--- src/rtl/conv_ofmap_collector.sv ---
// conv_ofmap_collector: captures one conv_control result frame and drains it over a valid/ready stream
module conv_ofmap_collector #(
  parameter int DATA_W  = 16,
  parameter int OFMAP_N = 4,
  parameter int CNT_W   = 3
) (
  input  logic                        clk,
  input  logic                        rst,
  input  logic                        start,
  input  logic [DATA_W-1:0]           din,
  input  logic                        din_valid,
  input  logic                        conv_done,
  output logic [DATA_W-1:0]           m_data,
  output logic                        m_valid,
  input  logic                        m_ready,
  output logic                        m_last,
  output logic [OFMAP_N*DATA_W-1:0]   ofmap_flat,
  output logic [CNT_W-1:0]            frame_cnt,
  output logic                        frame_done,
  output logic                        err_short,
  output logic                        err_overrun,
  input  logic                        err_clr
);
  typedef enum logic [1:0] {IDLE, COLLECT, DRAIN} state_t;
  localparam logic [CNT_W-1:0] full_cnt = CNT_W'(OFMAP_N);
  localparam logic [CNT_W-1:0] one_cnt  = CNT_W'(1);
  state_t           state;
  logic [CNT_W-1:0] wr_cnt, rd_cnt, wr_idx, wr_nx, rd_nx;
  logic             take_start, wr_en, accept;
  assign take_start = state == IDLE && start && !frame_done;
  assign wr_en      = din_valid && (take_start || state == COLLECT);
  assign wr_idx     = state == IDLE ? '0 : wr_cnt;
  assign wr_nx      = wr_idx + CNT_W'(wr_en);
  assign rd_nx      = rd_cnt + one_cnt;
  assign accept     = m_valid && m_ready;
  assign frame_cnt  = wr_cnt;
  always_ff @(posedge clk) begin
    if (rst) begin
      state       <= IDLE;
      wr_cnt      <= '0;
      rd_cnt      <= '0;
      ofmap_flat  <= '0;
      m_data      <= '0;
      m_valid     <= 1'b0;
      m_last      <= 1'b0;
      frame_done  <= 1'b0;
      err_short   <= 1'b0;
      err_overrun <= 1'b0;
    end else begin
      frame_done <= 1'b0;
      if (err_clr) begin
        err_short   <= 1'b0;
        err_overrun <= 1'b0;
      end
      if (wr_en) ofmap_flat[wr_idx*DATA_W +: DATA_W] <= din;
      case (state)
        IDLE: begin
          if (take_start) begin
            state  <= COLLECT;
            wr_cnt <= wr_nx;
          end else if (din_valid) begin
            err_overrun <= 1'b1;
          end
        end
        COLLECT: begin
          wr_cnt <= wr_nx;
          if (wr_nx == full_cnt || (conv_done && wr_nx != '0)) begin
            state   <= DRAIN;
            rd_cnt  <= '0;
            m_valid <= 1'b1;
            m_data  <= (wr_en && wr_idx == '0) ? din : ofmap_flat[DATA_W-1:0];
            m_last  <= wr_nx == one_cnt;
          end else if (conv_done) begin
            state <= IDLE;
          end
          if (conv_done && wr_nx != full_cnt) err_short <= 1'b1;
        end
        DRAIN: begin
          if (din_valid) err_overrun <= 1'b1;
          if (accept && m_last) begin
            state      <= IDLE;
            m_valid    <= 1'b0;
            m_last     <= 1'b0;
            rd_cnt     <= '0;
            wr_cnt     <= '0;
            frame_done <= 1'b1;
          end else if (accept) begin
            rd_cnt <= rd_nx;
            m_data <= ofmap_flat[rd_nx*DATA_W +: DATA_W];
            m_last <= rd_nx == wr_cnt - one_cnt;
          end
        end
        default: state <= IDLE;
      endcase
    end
  end
endmodule

--- config.mk ---
export PLATFORM = sky130hd
export DESIGN_NAME = conv_ofmap_collector
export DESIGN_NICKNAME = d
export VERILOG_FILES = /design/src/rtl/conv_ofmap_collector.sv
export SDC_FILE = /design/constraint.sdc
export NUM_CORES = 1
export LEC_CHECK = 0
export CORE_MARGIN = 3
export CORE_UTILIZATION = 40
export DETAILED_ROUTE_END_ITERATION = 12
export GPL_TIMING_DRIVEN = 1
export PLACE_DENSITY = 0.72
export RECOVER_POWER = 50
export SLEW_MARGIN = 10
export SYNTH_ARGS = -nofsm -noshare
export SYNTH_HDL_FRONTEND = slang
export SYNTH_SLANG_ARGS = --single-unit
--- constraint.sdc ---
create_clock -name clk -period 7.8 [get_ports clk]
set_input_delay 1.95 -clock clk [delete_from_list [all_inputs] [get_ports clk]]
set_output_delay 1.95 -clock clk [all_outputs]
set_load 0.01 [all_outputs]
==> flow_summary.json <==
{
  "status": "finished with violations",
  "violations": "max-capacitance violations, max-slew violations",
  "slowest_delay_ps": 2440,
  "worst-path-max-fanout": 78,
  "dr.first_iter.drc_count": 230,
  "num_vias": 3968,
  "cts_buffers": 9,
  "fmax_mhz": 184,
  "grt_max_degree": 79,
  "cap_violations": 1,
  "power.total_mw": 1.09,
  "post_cts_buffers": 0,
  "fin_setup_tns_ps": 0,
  "cp_slowest_cell": "clkbuf_1",
  "hold_path.class": "reg -> reg",
  "dp_hpwl_mm": 8.83,
  "place_congestion": 0.842,
  "hp-start": "rd_cnt[1]",
  "async_reset_ff_frac": 0,
  "wl_met2_mm": 6.10,
  "crit_buf_inv": 2,
  "grt_pass1_vias": 3962,
  "critical_path_arrival_ps": 5650,
  "clkTransAtPathRegs_ps": 60,
  "coreArea_um2": 10900,
  "wl_per_cell_um": 18.5,
  "synthesis.instances": 476,
  "hold_buffers": 0,
  "cts_resized": 0,
  "grt_pass1_wl_mm": 21.1,
  "dieArea_um2": 12600,
  "top_layer_used": "met4",
  "first_pass_iters": 5,
  "slew_viol_final": 79,
  "row_count": 38,
  "cts.sinks": 93,
  "synth_area_um2": 4500,
  "fin_cells": 710,
  "slew_headroom": -1.33,
  "cp_top_family": "buffers and inverters",
  "die_x_um": 112,
  "place_ws_ps": 2940,
  "nNetsFinal": 599,
  "layout_commonest_cell": "dfxtp_1",
  "m1WireLength_mm": 5.97,
  "yosysWarnings": 0,
  "worst_slack_ps": 2370,
  "path_class": "in -> reg",
  "period_minus_slack_ps": 5430,
  "reg2regPathDepth": 8,
  "finalCritPeriodShare": 0.696,
  "worstPathCellList": "buf_2, clkbuf_1, a31oi_2, a22o_1",
  "synth_flop_cell": "dfxtp_1",
  "r2r-end": "ofmap_flat[38]",
  "ys_seq_elements": 93,
  "grt_usage": 0.209,
  "hold_viol_final": 0,
  "synth_cell_types": 44,
  "area_growth_pct": 32.0,
  "cts_tree": "yes",
  "finalSetupViolations": 0,
  "dp.cells": 695,
  "rrSetupSlack_ps": 4080,
  "cts_max_path_buffers": 2,
  "leakagePower_nw": 2.64,
  "start_util": 0.412,
  "clock_latency_ps": 340,
  "p_per_area_nw_per_um2": 183,
  "wirelength_mm": 13.1,
  "peakVddDrop_mv": 0.0931,
  "h-tree-depth": 3,
  "ys_seq_area_frac": 0.414,
  "via_per_inst": 5.59,
  "avgSynthCellArea_um2": 9.45,
  "synth_edf_count": 0,
  "wl_met3_um": 809,
  "worstHoldEndpoint": "rd_cnt[1]",
  "die_h_um": 112,
  "antenna_found_initial": 0,
  "clock_skew_ps": 6.60,
  "worst-slew-pin-transition_ps": 3490,
  "final_cell_mix": "dfxtp_1, dlygate4sd3_1, nand2_1, nor2_1, mux2i_1",
  "io_buffer_count": 110,
  "whs_path_depth": 2,
  "io_pins": 111,
  "cts_root_buf": "clkbuf_16",
  "grt_overflow": 0,
  "fill_cells": 980,
  "crit_required_ps": 8020,
  "grt_setup_unrepaired": "false",
  "timing.rr.start": "state[0]",
  "drc": 0,
  "start_kind": "input pin",
  "antenna_cells": 0,
  "drive_gt1_frac": 0.0807,
  "endpoint_kind": "flip-flop",
  "synth_fp_nets": 509,
  "drt.antenna.violating_nets": 0
}
## metal layers
layer | GRT usage | up-vias
met1 | 0.286 | 1923
met5 | 0 | -
li1 | - | 1882
met2 | 0.334 | 144
met4 | 0.0673 | 0
met3 | 0.0420 | 19
## sequential cells by signal, indices dropped and copies added (netlist names)
register / cells
err_overrun: 1
err_short: 1
frame_cnt: 3
frame_done: 1
m_data: 16
m_last: 1
m_valid: 1
ofmap_flat: 64
rd_cnt: 3
state: 2
## kinds of logic (layout without fill, tap and decap cells)
logic type                 count (synthesis)  in the layout  share of synthesized area
AOI/OAI and AO/OA                         97             97                      0.146
xor gates and xnor gates                   7              7                     0.0153
adders and majority gates                 10             10                     0.0278
buffers and inverters                     44            138                     0.0448
DFF                                       93             93                      0.414
muxes                                     64             64                      0.187
and+or+nand+nor                          161            161                      0.166
## layout make-up
class,count,area [µm²],area share
clock buffers,12,246,0.0415
clock inverters,3,46.3,0.00779
inverters,9,33.8,0.00569
multi-input cells,339,2450,0.413
flip-flops and latches,93,1860,0.313
well taps,140,175,0.0295
repair buffers,114,1120,0.189
## cells in the mapped netlist (2+ instances only)
| cell type | number | area [µm²] |
|---|---|---|
| or3_1 | 2 | 12.5 |
| o211a_1 | 2 | 20.0 |
| dfxtp_1 | 93 | 1860 |
| nand2_1 | 59 | 221 |
| nor3_1 | 2 | 10.0 |
| mux4_2 | 16 | 360 |
| nor4_1 | 2 | 12.5 |
| buf_4 | 5 | 37.5 |
| clkbuf_1 | 20 | 75.1 |
| nor2_1 | 58 | 218 |
| a22oi_1 | 18 | 135 |
| nand3_1 | 19 | 95.1 |
| o211ai_1 | 3 | 22.5 |
| inv_1 | 9 | 33.8 |
| ha_1 | 10 | 125 |
| nor3b_1 | 2 | 15.0 |
| nand2b_1 | 6 | 37.5 |
| or2_2 | 2 | 12.5 |
| mux2i_1 | 48 | 480 |
| xor2_1 | 3 | 26.3 |
| o21a_1 | 4 | 30.0 |
| buf_2 | 8 | 40.0 |
| a22o_1 | 16 | 140 |
| xnor2_1 | 3 | 26.3 |
| o21ai_0 | 8 | 40.0 |
| a21oi_1 | 40 | 200 |
## report_power, final
group	internal, mW	total, mW	leakage, nW	switching (mW)
combinational	0.0663	0.147	1.75	0.0803
clock	0.256	0.435	0.139	0.179
sequential	0.489	0.504	0.752	0.0149
## per-stage QoR
step                       util  hold WS [ps]  cell area, µm²
after floorplan               -           436            4500
after global placement    0.517           447            5650
after detailed placement  0.517           453            5650
after CTS                 0.543           461            5940
after global routing      0.543           481            5940
final                     0.543           457            5940
## worst min-delay path, cell delays in order (launching register included)
cell     delay, ps
dfxtp_1        310
nand2_1         50
a21oi_1         50
## how the worst max path moves through the flow
stage / start / end / slack [ps] / depth (start not counted)
floorplan: start / m_data[0] / 3720 / 10
global placement: start / m_data[10] / 3020 / 10
detailed placement: start / m_data[10] / 2940 / 10
CTS: start / m_data[14] / 3260 / 10
global route: rst / m_data[12] / 1950 / 4
finish: rst / m_data[14] / 2370 / 4
(Power assumes the default switching activity.)
